## src/rtl/main_fsm_mc_if.sv

```systemverilog
// Handshake bundle between the multicycle control FSM and the memory /
// mul-div units. The FSM is the master: it raises the valids and waits for
// the readies.
interface main_fsm_mc_if;
    logic mem_valid;
    logic mem_ready;
    logic muldiv_valid;
    logic muldiv_ready;

    modport master (
        output mem_valid,
        output muldiv_valid,
        input  mem_ready,
        input  muldiv_ready
    );

    modport slave (
        input  mem_valid,
        input  muldiv_valid,
        output mem_ready,
        output muldiv_ready
    );
endinterface

```

## src/rtl/main_fsm_mc.sv

```systemverilog
// Main control FSM of a multicycle RV32 core. One instruction walks through
// FETCH, DECODE and an opcode-dependent execute/writeback path; illegal
// opcodes and memory watchdog expiry park the machine in TRAP until reset.
module main_fsm_mc #(
    parameter int HAS_MULDIV  = 1,
    parameter int HAS_CSR     = 1,
    parameter int MEM_TIMEOUT = 0
) (
    input  logic          clk,
    input  logic          rst,
    input  logic [6:0]    op,
    input  logic          funct7b1,
    main_fsm_mc_if.master bus,
    output logic [1:0]    AluSrcA,
    output logic [1:0]    AluSrcB,
    output logic [2:0]    AluOp,
    output logic [2:0]    ResultSrc,
    output logic [2:0]    ImmSrc,
    output logic          AdrSrc,
    output logic          IRWrite,
    output logic          PCUpdate,
    output logic          Branch,
    output logic          RegWrite,
    output logic          MemWrite,
    output logic          retire,
    output logic          illegal_instr,
    output logic          bus_error,
    output logic [4:0]    state
);

    localparam logic [6:0] OP_LOAD   = 7'b0000011;
    localparam logic [6:0] OP_STORE  = 7'b0100011;
    localparam logic [6:0] OP_RTYPE  = 7'b0110011;
    localparam logic [6:0] OP_ITYPE  = 7'b0010011;
    localparam logic [6:0] OP_JAL    = 7'b1101111;
    localparam logic [6:0] OP_JALR   = 7'b1100111;
    localparam logic [6:0] OP_BRANCH = 7'b1100011;
    localparam logic [6:0] OP_LUI    = 7'b0110111;
    localparam logic [6:0] OP_AUIPC  = 7'b0010111;
    localparam logic [6:0] OP_SYSTEM = 7'b1110011;

    localparam logic [1:0] SRCA_RD1   = 2'd0;
    localparam logic [1:0] SRCA_PC    = 2'd1;
    localparam logic [1:0] SRCA_OLDPC = 2'd2;

    localparam logic [1:0] SRCB_RD2  = 2'd0;
    localparam logic [1:0] SRCB_IMM  = 2'd1;
    localparam logic [1:0] SRCB_FOUR = 2'd2;

    localparam logic [2:0] ALU_ADD    = 3'd0;
    localparam logic [2:0] ALU_BRANCH = 3'd1;
    localparam logic [2:0] ALU_ARITH  = 3'd2;
    localparam logic [2:0] ALU_LUI    = 3'd3;
    localparam logic [2:0] ALU_AUIPC  = 3'd4;

    localparam logic [2:0] RES_ALUOUT    = 3'd0;
    localparam logic [2:0] RES_READDATA  = 3'd1;
    localparam logic [2:0] RES_ALURESULT = 3'd2;
    localparam logic [2:0] RES_CSRDATA   = 3'd3;
    localparam logic [2:0] RES_MULDIV    = 3'd4;

    localparam logic [2:0] IMM_R = 3'd0;
    localparam logic [2:0] IMM_I = 3'd1;
    localparam logic [2:0] IMM_S = 3'd2;
    localparam logic [2:0] IMM_B = 3'd3;
    localparam logic [2:0] IMM_U = 3'd4;
    localparam logic [2:0] IMM_J = 3'd5;

    // Last counter value before the watchdog fires; only meaningful when enabled.
    localparam logic [7:0] WD_LAST = 8'(MEM_TIMEOUT - 1);
    localparam logic       WD_EN   = (MEM_TIMEOUT != 0);

    typedef enum logic [4:0] {
        S_FETCH    = 5'd0,
        S_DECODE   = 5'd1,
        S_MEMADR   = 5'd2,
        S_MEMREAD  = 5'd3,
        S_MEMWB    = 5'd4,
        S_MEMWRITE = 5'd5,
        S_EXEC_R   = 5'd6,
        S_EXEC_I   = 5'd7,
        S_LUI      = 5'd8,
        S_AUIPC    = 5'd9,
        S_ALUWB    = 5'd10,
        S_JALR     = 5'd11,
        S_JUMP     = 5'd12,
        S_BRANCH   = 5'd13,
        S_MULDIV   = 5'd14,
        S_SYSTEM   = 5'd15,
        S_TRAP     = 5'd16
    } state_t;

    state_t     state_q;
    state_t     state_d;
    logic [7:0] wd_cnt;
    logic       wd_trip;
    logic       mem_req;
    logic       trap_illegal;
    logic       trap_bus;
    logic       illegal_q;
    logic       bus_err_q;

    // Watchdog fires on the last permitted wait cycle; a same-cycle ready wins.
    assign wd_trip = WD_EN && (wd_cnt == WD_LAST) && !bus.mem_ready;

    assign bus.mem_valid = mem_req;
    assign illegal_instr = illegal_q;
    assign bus_error     = bus_err_q;
    assign state         = state_q;

    // State register, watchdog counter and sticky trap cause flags.
    always_ff @(posedge clk) begin
        if (rst) begin
            state_q   <= S_FETCH;
            wd_cnt    <= 8'd0;
            illegal_q <= 1'b0;
            bus_err_q <= 1'b0;
        end else begin
            state_q <= state_d;
            if (trap_illegal) begin
                illegal_q <= 1'b1;
            end
            if (trap_bus) begin
                bus_err_q <= 1'b1;
            end
            if (state_d != state_q) begin
                wd_cnt <= 8'd0;
            end else if (WD_EN && mem_req && !bus.mem_ready) begin
                wd_cnt <= wd_cnt + 8'd1;
            end
        end
    end

    // Immediate format follows the opcode directly, independent of state.
    always_comb begin
        ImmSrc = IMM_R;
        case (op)
            OP_RTYPE:                             ImmSrc = IMM_R;
            OP_ITYPE, OP_JALR, OP_LOAD, OP_SYSTEM: ImmSrc = IMM_I;
            OP_STORE:                             ImmSrc = IMM_S;
            OP_BRANCH:                            ImmSrc = IMM_B;
            OP_LUI, OP_AUIPC:                     ImmSrc = IMM_U;
            OP_JAL:                               ImmSrc = IMM_J;
            default:                              ImmSrc = IMM_R;
        endcase
    end

    // Next-state and control decode; everything stays at 0 while rst is high.
    always_comb begin
        state_d          = state_q;
        mem_req          = 1'b0;
        bus.muldiv_valid = 1'b0;
        AluSrcA          = SRCA_RD1;
        AluSrcB          = SRCB_RD2;
        AluOp            = ALU_ADD;
        ResultSrc        = RES_ALUOUT;
        AdrSrc           = 1'b0;
        IRWrite          = 1'b0;
        PCUpdate         = 1'b0;
        Branch           = 1'b0;
        RegWrite         = 1'b0;
        MemWrite         = 1'b0;
        retire           = 1'b0;
        trap_illegal     = 1'b0;
        trap_bus         = 1'b0;
        if (!rst) begin
            unique case (state_q)
                S_FETCH: begin
                    mem_req   = 1'b1;
                    AluSrcA   = SRCA_PC;
                    AluSrcB   = SRCB_FOUR;
                    ResultSrc = RES_ALURESULT;
                    if (bus.mem_ready) begin
                        IRWrite  = 1'b1;
                        PCUpdate = 1'b1;
                        state_d  = S_DECODE;
                    end else if (wd_trip) begin
                        trap_bus = 1'b1;
                        state_d  = S_TRAP;
                    end
                end
                S_DECODE: begin
                    AluSrcA = SRCA_OLDPC;
                    AluSrcB = SRCB_IMM;
                    case (op)
                        OP_LOAD, OP_STORE: state_d = S_MEMADR;
                        OP_RTYPE: begin
                            if (!funct7b1) begin
                                state_d = S_EXEC_R;
                            end else if (HAS_MULDIV != 0) begin
                                state_d = S_MULDIV;
                            end else begin
                                trap_illegal = 1'b1;
                                state_d      = S_TRAP;
                            end
                        end
                        OP_ITYPE:  state_d = S_EXEC_I;
                        OP_JAL:    state_d = S_JUMP;
                        OP_JALR:   state_d = S_JALR;
                        OP_BRANCH: state_d = S_BRANCH;
                        OP_LUI:    state_d = S_LUI;
                        OP_AUIPC:  state_d = S_AUIPC;
                        OP_SYSTEM: begin
                            if (HAS_CSR != 0) begin
                                state_d = S_SYSTEM;
                            end else begin
                                trap_illegal = 1'b1;
                                state_d      = S_TRAP;
                            end
                        end
                        default: begin
                            trap_illegal = 1'b1;
                            state_d      = S_TRAP;
                        end
                    endcase
                end
                S_MEMADR: begin
                    AluSrcB = SRCB_IMM;
                    state_d = (op == OP_LOAD) ? S_MEMREAD : S_MEMWRITE;
                end
                S_MEMREAD: begin
                    mem_req = 1'b1;
                    AdrSrc  = 1'b1;
                    if (bus.mem_ready) begin
                        state_d = S_MEMWB;
                    end else if (wd_trip) begin
                        trap_bus = 1'b1;
                        state_d  = S_TRAP;
                    end
                end
                S_MEMWB: begin
                    ResultSrc = RES_READDATA;
                    RegWrite  = 1'b1;
                    retire    = 1'b1;
                    state_d   = S_FETCH;
                end
                S_MEMWRITE: begin
                    mem_req  = 1'b1;
                    AdrSrc   = 1'b1;
                    MemWrite = 1'b1;
                    if (bus.mem_ready) begin
                        retire  = 1'b1;
                        state_d = S_FETCH;
                    end else if (wd_trip) begin
                        trap_bus = 1'b1;
                        state_d  = S_TRAP;
                    end
                end
                S_EXEC_R: begin
                    AluOp   = ALU_ARITH;
                    state_d = S_ALUWB;
                end
                S_EXEC_I: begin
                    AluSrcB = SRCB_IMM;
                    AluOp   = ALU_ARITH;
                    state_d = S_ALUWB;
                end
                S_LUI: begin
                    AluSrcB = SRCB_IMM;
                    AluOp   = ALU_LUI;
                    state_d = S_ALUWB;
                end
                S_AUIPC: begin
                    AluSrcA = SRCA_OLDPC;
                    AluSrcB = SRCB_IMM;
                    AluOp   = ALU_AUIPC;
                    state_d = S_ALUWB;
                end
                S_ALUWB: begin
                    ResultSrc = RES_ALUOUT;
                    RegWrite  = 1'b1;
                    retire    = 1'b1;
                    state_d   = S_FETCH;
                end
                S_JALR: begin
                    AluSrcB = SRCB_IMM;
                    state_d = S_JUMP;
                end
                S_JUMP: begin
                    PCUpdate = 1'b1;
                    AluSrcA  = SRCA_OLDPC;
                    AluSrcB  = SRCB_FOUR;
                    state_d  = S_ALUWB;
                end
                S_BRANCH: begin
                    AluOp   = ALU_BRANCH;
                    Branch  = 1'b1;
                    retire  = 1'b1;
                    state_d = S_FETCH;
                end
                S_MULDIV: begin
                    bus.muldiv_valid = 1'b1;
                    if (bus.muldiv_ready) begin
                        ResultSrc = RES_MULDIV;
                        RegWrite  = 1'b1;
                        retire    = 1'b1;
                        state_d   = S_FETCH;
                    end
                end
                S_SYSTEM: begin
                    ResultSrc = RES_CSRDATA;
                    RegWrite  = 1'b1;
                    retire    = 1'b1;
                    state_d   = S_FETCH;
                end
                S_TRAP: begin
                    state_d = S_TRAP;
                end
                default: begin
                    state_d = S_FETCH;
                end
            endcase
        end
    end

endmodule

```

## src/flat_wrapper.sv

```systemverilog
// flat-port wrapper written by rule: the top's interface ports become plain ports
module main_fsm_mc_flat 
#(
    parameter int HAS_MULDIV  = 1,
    parameter int HAS_CSR     = 1,
    parameter int MEM_TIMEOUT = 0
)
  (clk, rst, op, funct7b1, AluSrcA, AluSrcB, AluOp, ResultSrc, ImmSrc, AdrSrc, IRWrite, PCUpdate, Branch, RegWrite, MemWrite, retire, illegal_instr, bus_error, state, bus_mem_valid, bus_muldiv_valid, bus_mem_ready, bus_muldiv_ready);
  main_fsm_mc_if bus_i ();
  input  logic clk;
  input  logic rst;
  input  logic [6:0] op;
  input  logic funct7b1;
  output logic [1:0] AluSrcA;
  output logic [1:0] AluSrcB;
  output logic [2:0] AluOp;
  output logic [2:0] ResultSrc;
  output logic [2:0] ImmSrc;
  output logic AdrSrc;
  output logic IRWrite;
  output logic PCUpdate;
  output logic Branch;
  output logic RegWrite;
  output logic MemWrite;
  output logic retire;
  output logic illegal_instr;
  output logic bus_error;
  output logic [4:0] state;
  output wire logic [$bits(bus_i.mem_valid)-1:0] bus_mem_valid;
  output wire logic [$bits(bus_i.muldiv_valid)-1:0] bus_muldiv_valid;
  input wire logic [$bits(bus_i.mem_ready)-1:0] bus_mem_ready;
  input wire logic [$bits(bus_i.muldiv_ready)-1:0] bus_muldiv_ready;
  assign bus_mem_valid = bus_i.mem_valid;
  assign bus_muldiv_valid = bus_i.muldiv_valid;
  assign bus_i.mem_ready = bus_mem_ready;
  assign bus_i.muldiv_ready = bus_muldiv_ready;
  main_fsm_mc #(.HAS_MULDIV(HAS_MULDIV), .HAS_CSR(HAS_CSR), .MEM_TIMEOUT(MEM_TIMEOUT)) u_core (.clk(clk), .rst(rst), .op(op), .funct7b1(funct7b1), .bus(bus_i), .AluSrcA(AluSrcA), .AluSrcB(AluSrcB), .AluOp(AluOp), .ResultSrc(ResultSrc), .ImmSrc(ImmSrc), .AdrSrc(AdrSrc), .IRWrite(IRWrite), .PCUpdate(PCUpdate), .Branch(Branch), .RegWrite(RegWrite), .MemWrite(MemWrite), .retire(retire), .illegal_instr(illegal_instr), .bus_error(bus_error), .state(state));
endmodule
```

## config.mk

```make
export PLATFORM = sky130hd
export DESIGN_NAME = main_fsm_mc_flat
export DESIGN_NICKNAME = d
export VERILOG_FILES = /design/src/rtl/main_fsm_mc_if.sv /design/src/rtl/main_fsm_mc.sv /design/src/flat_wrapper.sv
export SDC_FILE = /design/constraint.sdc
export NUM_CORES = 1
export LEC_CHECK = 0
export BUFFER_PORTS_ARGS = -buffer_cell sky130_fd_sc_hd__buf_2
export CAP_MARGIN = 10
export CORE_MARGIN = 2
export CORE_UTILIZATION = 50
export DETAILED_ROUTE_END_ITERATION = 10
export HOLD_SLACK_MARGIN = 0.06
export PLACE_DENSITY = 0.83
export SYNTH_ARGS = -nofsm -noshare
export SYNTH_HDL_FRONTEND = slang
export SYNTH_SLANG_ARGS = --single-unit
```

## constraint.sdc

```tcl
create_clock -name clk -period 5.06 [get_ports clk]
set_input_delay 0.506 -clock clk [delete_from_list [all_inputs] [get_ports clk]]
set_output_delay 0.506 -clock clk [all_outputs]
set_load 0.03 [all_outputs]
```

Word-level counts from Yosys, hierarchy flattened

Cells that the tools add are included.

Reduce and logical (&&, ||, !) cells: 15
Eq/ne operators: 30
Multiplexer cells: 41

Operators by type and width:

| kind               | number |
|---|---|
| $pmux 5 s9         | 2 |
| $eq 5x4->1 const B | 8 |
| $eq 7x7->1 const B | 4 |
| $pmux 3 s4         | 2 |
| $eq 7x6->1 const B | 3 |
| $eq 5x3->1 const B | 4 |
| $mux 1             | 20 |
| $mux 5             | 4 |
| $pmux 3 s5         | 1 |
| $eq 7x5->1 const B | 2 |
| $mux 3             | 4 |
| $eq 5x2->1 const B | 2 |
| $reduce_or 10->1   | 1 |
| $reduce_or 2->1    | 5 |
| $reduce_or 3->1    | 3 |
| $ne 2x2->1 const B | 4 |
| $pmux 2 s2         | 2 |
| $reduce_or 4->1    | 2 |
| $eq 7x2->1 const B | 1 |
| $reduce_or 6->1    | 1 |
| $eq 5x1->1 const B | 1 |
| $eq 5x5->1 const B | 1 |
| $logic_not 5->1    | 1 |
| $reduce_or 5->1    | 1 |
| other kinds (5)    | 7 |

Bits in registers: 6
Word-level logic and storage cells: 88
Bits of input ports: 12
Output and inout bits: 29

Logic depth before layout (Yosys ltp)

Gate-level depths: netlist (run 1).

Depth after elaboration: 5
Mapped depth: 7

Worst setup path before layout (run 1)

OpenSTA, ideal clock, no wires.

Kind: flip-flop to output port
From: reg u_core.state_q[2] (netlist: u_core.state[2])
To: out AluSrcA[1]
Setup slack: 1.834 ns
Arrival: 2.720 ns
Required time: 4.554 ns
Path buffers: 2
Stages on the path, launching flop included: 5
Cell sequence: dfxtp_1 -> buf_2 -> buf_1 -> nand3b_1 -> a2111oi_0

Word-level cells in the longest chain between the ends: 4
Elaborated cells on any way between the ends: 7
Classes of those cells: 3 x eq/ne; 2 x mux; 2 x reduce/logical

Ends and longest elaborated chain:

| item                                            | RTL line           | text |
|---|---|---|
| from (decl)                                     | main_fsm_mc.sv:93  | `state_t state_q;` |
| from (signal assigned)                          | main_fsm_mc.sv:119 | `state_q <= state_d;` |
| $eq 5x4->1 / $eq 5x1->1 (equally long branches) | main_fsm_mc.sv:167 | `unique case (state_q)` |
| $reduce_or 3->1 (no source line)                | n/a                |  |
| $pmux 2 s2 *                                    | main_fsm_mc.sv:167 |  |
| $mux 2 *                                        | main_fsm_mc.sv:166 | `if (!rst) begin` |
| to (decl)                                       | flat_wrapper.sv:14 | `output logic [1:0] AluSrcA;` |

Mark *: on every way between the ends. The rest lies on a longest branch, timed or not.

Worst setup path after layout (run 1)

From: reg u_core.state_q[1] (netlist: u_core.state[1])
To: out retire

Word-level cells in the longest chain between the ends: 4
Elaborated cells on any way between the ends: 9
Classes of those cells: 6 x eq/ne; 2 x mux; 1 x reduce/logical

Ends and longest elaborated chain:

| item                                            | RTL line           | text |
|---|---|---|
| $eq 5x3->1 / $eq 5x4->1 (equally long branches) | main_fsm_mc.sv:167 |  |
| $reduce_or 4->1 (no source line)                | n/a                |  |
| $pmux 1 s3 *                                    | main_fsm_mc.sv:167 |  |
| $mux 1 *                                        | main_fsm_mc.sv:166 |  |
| to (decl)                                       | flat_wrapper.sv:25 | `output logic retire;` |

Marks and branches as above.

==> results of run 1 <==
[registers in the layout, indices dropped and copies added (netlist names)]
register              cells
u_core.state              5
u_core.illegal_instr      1
[power by group through the flow]
stage | Sequential (mW) | Combinational [mW] | Clock (mW)
after global routing | 0.0775 | 0.169 | 0.0465
after detailed placement | 0.0751 | 0.154 | 0
after global placement | 0.0748 | 0.152 | 0
after floorplan | 0.0741 | 0.121 | 0
final | 0.0746 | 0.156 | 0.0421
after CTS | 0.0742 | 0.155 | 0.0434
[worst max-delay path, cell delays in order, from the launching register on]
cell      delay, ns
dfxtp_1        0.64
nand2b_1       0.25
or3b_1         0.40
a211oi_1       0.26
or2_1          0.13
buf_2          0.18
[layout make-up]
cell class | count | area, um2
multi-input cells | 118 | 708
fillers | 172 | 631
repair buffers | 39 | 195
flip-flops and latches | 6 | 120
well taps | 25 | 31.3
clock buffers | 3 | 22.5
inverters | 5 | 18.8
[cells in the mapped netlist (2+ instances only)]
cell type	count	share of area
or3_4	2	0.024
buf_2	4	0.022
nand3b_1	2	0.016
and2_1	4	0.027
a21o_1	3	0.024
nand4_1	2	0.014
buf_6	2	0.024
nand3_1	4	0.022
and3_1	2	0.014
o21ai_1	2	0.011
nand2_1	11	0.045
nor2b_1	5	0.034
dfxtp_1	6	0.13
nor4_1	4	0.027
nor3_1	12	0.065
clkbuf_1	6	0.024
a22oi_1	2	0.016
inv_1	5	0.020
xor2_1	3	0.028
or4_1	2	0.016
nand2b_1	5	0.034
o21ai_0	3	0.016
nor2_1	13	0.053
a221oi_1	2	0.019
a21oi_1	16	0.087
[through the flow]
step	worst slack [ns]	util	area (um2)
floorplan	1.83	-	923
global placement	2.78	0.622	1070
detailed placement	2.68	0.622	1070
CTS	2.43	0.635	1100
global route	2.25	0.635	1100
finish	2.44	0.635	1100
[worst min path at each step]
stage / to
2_1_floorplan: u_core.illegal_instr$_SDFFE_PP0P_
3_3_place_gp: u_core.illegal_instr$_SDFFE_PP0P_
3_5_place_dp: u_core.illegal_instr$_SDFFE_PP0P_
4_1_cts: u_core.illegal_instr$_SDFFE_PP0P_
5_1_grt: u_core.illegal_instr$_SDFFE_PP0P_
6_report: u_core.illegal_instr$_SDFFE_PP0P_
[metal layers]
| metal | routed length (um) | part of all wire |
|---|---|---|
| met1 | 1090 | 0.44 |
| met2 | 1210 | 0.49 |
| met3 | 161 | 0.065 |
| met4 | 19 | 0.0077 |
| met5 | 0 | 0 |
[kinds of logic after synthesis]
group | count (synthesis) | synth area share
other | 1 | 0.00406
DFF | 6 | 0.130
xor gates and xnor gates | 3 | 0.0285
AOI/OAI and AO/OA | 41 | 0.298
buffers and inverters | 19 | 0.103
and+or+nand+nor | 73 | 0.436
==> impl_metrics.env, run 1 <==
export IMPL_timing_final_setup_violations=0
export IMPL_place_inst=193
export IMPL_syn_to_final_growth_pct=18.7
export IMPL_ys_ff_latch=6
export IMPL_p_per_area_nw_per_um2=248
export IMPL_setup_worst_path_end="retire"
export IMPL_internal_power_mw=0.136
export IMPL_cts_path_max_buffers=2
export IMPL_grt_antenna_before_repair=0
export IMPL_yosys_warnings=0
export IMPL_instances_no_fill=196
export IMPL_globalRouteMet3Util=0.0154
export IMPL_finalPower_mw=0.272
export IMPL_clock_sinks=6
export IMPL_yosysUniqueCellTypes=46
export IMPL_fp_dieH_um=47.0
export IMPL_seqPwrFrac=0.274
export IMPL_wl_per_cell_um=12.7
export IMPL_slew_viol_final=0
export IMPL_gr_usage_met2=0.425
export IMPL_worstSetupPathType="register to primary output"
export IMPL_core_area_um2=1730
export IMPL_crit_fanout=18
export IMPL_cts_root_buf="clkbuf_4"
export IMPL_vias_per_cell=5.90
export IMPL_r2r_slack_ns=3.01
export IMPL_grt_pass1_wl_um=3860
export IMPL_tns_ns=0
export IMPL_maxSlewHeadroom=0.565
export IMPL_use_met1=0.297
export IMPL_cts_hold_buf=0
export IMPL_crit_path_end_kind="primary output"
export IMPL_grt_pass1_vias=917
export IMPL_hold_path_class="register to register"
export IMPL_finalNetCount=185
export IMPL_synthCells=143
export IMPL_die_width_um=47.0
export IMPL_syn_nets=155
export IMPL_cts_setup_buffers=0
export IMPL_peakVddDrop_mv=0.110
export IMPL_status="finished, final reports clean"
export IMPL_power_leakage_nw=0.505
export IMPL_async_flop_share=0
export IMPL_post_route_period_util=0.518
export IMPL_clk_pin_slew_ns=0.04
export IMPL_final_common_cell="buf_2"
export IMPL_h_tree_depth=1
export IMPL_vias=1156
export IMPL_fin_worst_skew_ns=0.000695
export IMPL_synth_ff_type="dfxtp_1"
export IMPL_synth_edf_count=0
export IMPL_first_pass_iters=4
export IMPL_syn_area_um2=923
export IMPL_hold_violations=0
export IMPL_maxCapViolations=0
export IMPL_routabilityCongestion=0.895
export IMPL_port_buffers=39
export IMPL_io_pins=41
export IMPL_power_switching_mw=0.136
export IMPL_avgSynthCellArea_um2=6.46
export IMPL_hp_start="u_core.illegal_instr$_SDFFE_PP0P_"
export IMPL_startpoint="u_core.state[1]$_SDFFE_PP0P_"
export IMPL_cp_arrival_ns=2.11
export IMPL_tightest_slew_ns=0.652
export IMPL_reg2reg_to="u_core.state[0]$_SDFFE_PP0P_"
export IMPL_sw_frac_of_total=0.501
export IMPL_clk_latency_ns=0.24
export IMPL_ys_seq_area_frac=0.130
export IMPL_antenna_cells=0
export IMPL_numCtsBuffers=3
export IMPL_holdWs_ns=0.448
export IMPL_cp_start_kind="register"
export IMPL_grt_usage=0.235
export IMPL_final_cell_mix="buf_2, a21oi_1, nor2_1"
export IMPL_initial_core_util=0.535
export IMPL_postCtsResizedCells=0
export IMPL_pwr_share_comb=0.571
export IMPL_cts_tree="done"
export IMPL_drc=0
export IMPL_dr_first_iter_drc_count=33
export IMPL_reg2reg_depth=5
export IMPL_rsz0062_at_grt="no"
export IMPL_die_area_um2=2210
export IMPL_fmax_ghz=0.382
export IMPL_cp_required_ns=4.55
export IMPL_hpwl_um=1860
export IMPL_reg2reg_from="u_core.state[3]$_SDFFE_PP0P_"
export IMPL_holdPathStages=2
export IMPL_finalWirelength_um=2480
export IMPL_ant_nets=0
export IMPL_clkPwrFrac=0.155
export IMPL_grt_max_degree=22
export IMPL_core_rowCount=15
export IMPL_grt_overflow=0
export IMPL_grt_busiest_layer="met2"
export IMPL_drive_gt1_frac=0.287
export IMPL_fin_crit_ns=2.62
Note: power is estimated with default switching activity, not from simulation.
==> inputs of run 2 (changes only) <==
--- a/config.mk
+++ b/config.mk
@@ -8,10 +8,10 @@
 export BUFFER_PORTS_ARGS = -buffer_cell sky130_fd_sc_hd__buf_2
 export CAP_MARGIN = 10
 export CORE_MARGIN = 2
-export CORE_UTILIZATION = 50
+export CORE_UTILIZATION = 47
 export DETAILED_ROUTE_END_ITERATION = 10
 export HOLD_SLACK_MARGIN = 0.06
-export PLACE_DENSITY = 0.83
+export PLACE_DENSITY = 0.79
 export SYNTH_ARGS = -nofsm -noshare
 export SYNTH_HDL_FRONTEND = slang
 export SYNTH_SLANG_ARGS = --single-unit
==> constraint.sdc (replaced) <==
create_clock -name clk -period 2.75 [get_ports clk]
set_input_delay 0.275 -clock clk [delete_from_list [all_inputs] [get_ports clk]]
set_output_delay 0.275 -clock clk [all_outputs]
set_load 0.03 [all_outputs]
==> impl_metrics.env, run 2 (synthesized netlist as in run 1, its figures left out) <==
export IMPL_maxCapViolations=0
export IMPL_largest_reg_flops=5
export IMPL_tightest_slew_ns=0.692
export IMPL_cts_tree="done"
export IMPL_cp_start_kind="register"
export IMPL_crit_fanout=21
export IMPL_initial_core_util=0.486
export IMPL_grt_pass1_wl_um=4390
export IMPL_io_pins=41
export IMPL_clock_sinks=6
export IMPL_vias_per_cell=5.88
export IMPL_wl_per_cell_um=13.5
export IMPL_fmax_ghz=0.425
export IMPL_clk_pin_slew_ns=0.05
export IMPL_finish_utilization=0.582
export IMPL_use_met1=0.266
export IMPL_numCtsBuffers=3
export IMPL_routabilityCongestion=0.917
export IMPL_timing_final_setup_violations=0
export IMPL_grt_antenna_before_repair=0
export IMPL_cts_setup_buffers=0
export IMPL_cts_root_buf="clkbuf_4"
export IMPL_layout_setup_ws_ns=0.398
export IMPL_cts_path_max_buffers=2
export IMPL_slew_viol_final=0
export IMPL_h_tree_depth=1
export IMPL_cts_hold_buf=0
export IMPL_cp_arrival_ns=2.08
export IMPL_final_cell_mix="buf_2, a21oi_1, nor2_1"
export IMPL_vias=1170
export IMPL_final_common_cell="buf_2"
export IMPL_die_area_um2=2340
export IMPL_hold_path_class="input pin to register"
export IMPL_peakVddDrop_mv=0.238
export IMPL_fin_crit_ns=2.35
export IMPL_first_pass_iters=4
export IMPL_hpwl_um=1980
export IMPL_dp_slack_ns=0.690
export IMPL_fin_worst_skew_ns=0.00791
export IMPL_grt_busiest_layer="met2"
export IMPL_crit_path_end_kind="primary output"
export IMPL_core_rowCount=16
export IMPL_maxSlewHeadroom=0.538
export IMPL_clk_latency_ns=0.26
export IMPL_grt_max_degree=22
export IMPL_fp_dieH_um=48.3
export IMPL_drc=0
export IMPL_grt_usage=0.229
export IMPL_worstSetupPathType="register to primary output"
export IMPL_holdWs_ns=0.402
export IMPL_p_per_area_nw_per_um2=465
export IMPL_hold_violations=0
export IMPL_dr_first_iter_drc_count=36
export IMPL_port_buffers=39
export IMPL_die_width_um=48.3
export IMPL_postCtsResizedCells=0
export IMPL_finalPower_mw=0.515
export IMPL_fillers=188
export IMPL_ant_nets=0
export IMPL_gr_usage_met2=0.419
export IMPL_syn_to_final_growth_pct=19.9
export IMPL_drive_gt1_frac=0.291
export IMPL_finalNetCount=186
export IMPL_grt_overflow=0
export IMPL_finalWirelength_um=2680
export IMPL_cp_required_ns=2.48
export IMPL_grt_pass1_vias=1025
export IMPL_post_route_period_util=0.855
export IMPL_status="finished, final reports clean"
export IMPL_globalRouteMet3Util=0.0123
export IMPL_antenna_cells=0
export IMPL_power_leakage_nw=0.510
export IMPL_rsz0062_at_grt="no"
export IMPL_tns_ns=0
export IMPL_core_area_um2=1900
==> run 2: routing by layer <==
| metal | vias to the layer above | wire (um) | part of all wire |
|---|---|---|---|
| met5 | - | 0 | 0 |
| met4 | 0 | 43 | 0.016 |
| met3 | 5 | 146 | 0.054 |
| met2 | 57 | 1380 | 0.51 |
| met1 | 528 | 1110 | 0.42 |
| li1 | 580 | - | - |
==> run 2: worst paths after layout <==
kind / slack (ns) / from / end / depth (start not counted)
setup / recovery: 0.40 / u_core.state[3]$_SDFFE_PP0P_ / ResultSrc[2] / 5
hold / removal: 0.40 / rst / u_core.state[3]$_SDFFE_PP0P_ / 2
setup reg to reg: 0.74 / u_core.state[3]$_SDFFE_PP0P_ / u_core.state[0]$_SDFFE_PP0P_ / 5
hold reg to reg: 0.44 / u_core.illegal_instr$_SDFFE_PP0P_ / u_core.illegal_instr$_SDFFE_PP0P_ / 2
==> run 2: final cells by class <==
| class | instances | area (um2) | area share |
|---|---|---|---|
| Clock buffer | 3 | 22.5 | 0.0203 |
| Inverter | 5 | 18.8 | 0.0169 |
| Multi-Input combinational cell | 118 | 709 | 0.641 |
| Sequential cell | 6 | 120 | 0.108 |
| Tap cell | 27 | 33.8 | 0.0305 |
| Timing Repair Buffer | 40 | 203 | 0.183 |
==> run 2: metrics by stage <==
| stage | std cells | instance area (um2) |
|---|---|---|
| after floorplan | 143 | 925 |
| after global placement | 196 | 1080 |
| after detailed placement | 196 | 1080 |
| after CTS | 199 | 1110 |
| after global routing | 199 | 1110 |
| final | 199 | 1110 |
==> run 2: power by group <==
group | internal, mW | switching [mW]
clock network | 0.0496 | 0.0360
logic | 0.102 | 0.188
registers | 0.0996 | 0.0396
==> run 2: critical path, cell delays in order (launching register included) <==
cell	delay, ns
dfxtp_1	0.72
nor2b_1	0.31
nand2_1	0.18
nor3_1	0.27
and2_1	0.15
buf_2	0.19
==> inputs of run 3 (changes only) <==
--- a/config.mk
+++ b/config.mk
@@ -10,6 +10,7 @@
 export CORE_MARGIN = 2
 export CORE_UTILIZATION = 47
 export DETAILED_ROUTE_END_ITERATION = 10
+export GPL_TIMING_DRIVEN = 0
 export HOLD_SLACK_MARGIN = 0.06
 export PLACE_DENSITY = 0.79
 export SYNTH_ARGS = -nofsm -noshare
==> impl_metrics.env, run 3 (synthesized netlist as in run 1, its figures left out) <==
export IMPL_status="finished, final reports clean"
export IMPL_grt_usage=0.256
export IMPL_power_switching_mw=0.266
export IMPL_hpwl_um=2200
export IMPL_tns_ns=0
export IMPL_finalNetCount=196
export IMPL_cts_path_max_buffers=2
export IMPL_wl_per_cell_um=13.7
export IMPL_syn_to_final_growth_pct=25.7
export IMPL_grt_pass1_wl_um=4890
export IMPL_instances_no_fill=209
export IMPL_cts_root_buf="clkbuf_4"
export IMPL_peakVddDrop_mv=0.331
export IMPL_pwr_share_comb=0.632
export IMPL_timing_final_setup_violations=0
export IMPL_fillers=187
export IMPL_ant_nets=0
export IMPL_place_inst=206
export IMPL_maxCapViolations=0
export IMPL_die_area_um2=2340
export IMPL_postCtsResizedCells=0
export IMPL_cts_setup_buffers=0
export IMPL_internal_power_mw=0.263
export IMPL_final_cell_mix="buf_2, a21oi_1, nor2_1"
export IMPL_route_met2_wl_um=1440
export IMPL_hold_violations=0
export IMPL_hold_path_class="register to register"
export IMPL_core_rowCount=16
export IMPL_slew_viol_final=0
export IMPL_wl_met1_um=1210
export IMPL_io_pins=41
export IMPL_sw_frac_of_total=0.503
export IMPL_first_pass_iters=4
export IMPL_cts_hold_buf=0
export IMPL_fp_dieH_um=48.3
export IMPL_fin_crit_ns=2.29
export IMPL_seqPwrFrac=0.214
export IMPL_largest_reg_flops=5
export IMPL_finish_utilization=0.611
export IMPL_highest_signal_layer="met4"
export IMPL_post_route_period_util=0.834
export IMPL_clock_sinks=6
export IMPL_core_area_um2=1900
export IMPL_clk_latency_ns=0.25
export IMPL_tightest_slew_ns=0.523
export IMPL_final_common_cell="buf_2"
export IMPL_route_met3_wl_um=171
export IMPL_numCtsBuffers=3
export IMPL_vias_per_cell=5.91
export IMPL_initial_core_util=0.486
export IMPL_drive_gt1_frac=0.291
export IMPL_grt_antenna_before_repair=0
export IMPL_routabilityCongestion=0.863
export IMPL_grt_pass1_vias=1114
export IMPL_cts_tree="done"
export IMPL_rsz0062_at_grt="no"
export IMPL_p_per_area_nw_per_um2=456
export IMPL_cp_arrival_ns=2.02
export IMPL_clk_pin_slew_ns=0.05
export IMPL_cp_required_ns=2.48
export IMPL_fmax_ghz=0.436
export IMPL_clkPwrFrac=0.154
export IMPL_dr_first_iter_drc_count=38
export IMPL_drc=0
export IMPL_power_leakage_nw=0.541
export IMPL_die_width_um=48.3
export IMPL_cp_start_kind="register"
export IMPL_h_tree_depth=1
export IMPL_fin_worst_skew_ns=0.0100
export IMPL_vias=1235
export IMPL_finalWirelength_um=2850
export IMPL_grt_overflow=0
export IMPL_worstSetupPathType="register to primary output"
export IMPL_port_buffers=36
export IMPL_crit_fanout=10
export IMPL_grt_max_degree=11
export IMPL_crit_path_end_kind="primary output"
export IMPL_antenna_cells=0
export IMPL_maxSlewHeadroom=0.652
[run 3: cell count changes in the layout (fill, tap and decap cells not counted)]
cell / change
buf_1: +1
buf_6: +2
clkbuf_1: +6
buf_2: +1
[run 3: layout make-up]
class / count / area [um2] / area share
tap: 27 / 33.8 / 0.0291
clock buffer: 3 / 22.5 / 0.0194
inverter: 5 / 18.8 / 0.0162
buffer: 14 / 76.3 / 0.0657
multi-input combinational: 118 / 709 / 0.611
sequential: 6 / 120 / 0.103
timing repair buffer: 36 / 180 / 0.155
[run 3: path summary, 6_finish.rpt]
check | startpoint | endpoint | slack, ns | cells past startpoint
worst max-delay path | u_core.state[2]$_SDFFE_PP0P_ | AluSrcA[1] | 0.46 | 5
worst min-delay path | u_core.illegal_instr$_SDFFE_PP0P_ | u_core.illegal_instr$_SDFFE_PP0P_ | 0.45 | 2
worst max register to register | u_core.state[3]$_SDFFE_PP0P_ | u_core.state[0]$_SDFFE_PP0P_ | 0.99 | 6
worst min register to register | u_core.illegal_instr$_SDFFE_PP0P_ | u_core.illegal_instr$_SDFFE_PP0P_ | 0.45 | 2
[run 3: per-stage QoR]
stage	hold slack [ns]	instance area, um2	setup slack [ns]	power (mW)
floorplan	0.495	925	0.0751	0.360
global placement	0.434	1140	0.767	0.441
detailed placement	0.447	1140	0.750	0.445
CTS	0.453	1160	0.459	0.529
global route	0.486	1160	0.241	0.567
finish	0.452	1160	0.455	0.529
[run 3: routing by layer]
metal / GRT usage / vias up
met5: 0 / -
met4: 0.0571 / 0
met3: 0.0494 / 4
met2: 0.481 / 53
met1: 0.298 / 578
li1: - / 600
[run 3: power by group through the flow]
stage                     clock, mW  combinational [mW]  sequential [mW]
after CTS                    0.0845               0.332            0.113
after detailed placement          0               0.331            0.114
after floorplan                   0               0.224            0.136
after global routing         0.0919               0.361            0.114
final                        0.0817               0.334            0.113
after global placement            0               0.327            0.113
[run 3: critical path, stage by stage (launching register included)]
cell	delay (ns)
dfxtp_1	0.34
buf_2	0.23
buf_1	0.39
nand3b_1	0.13
a2111oi_1	0.42
buf_2	0.27
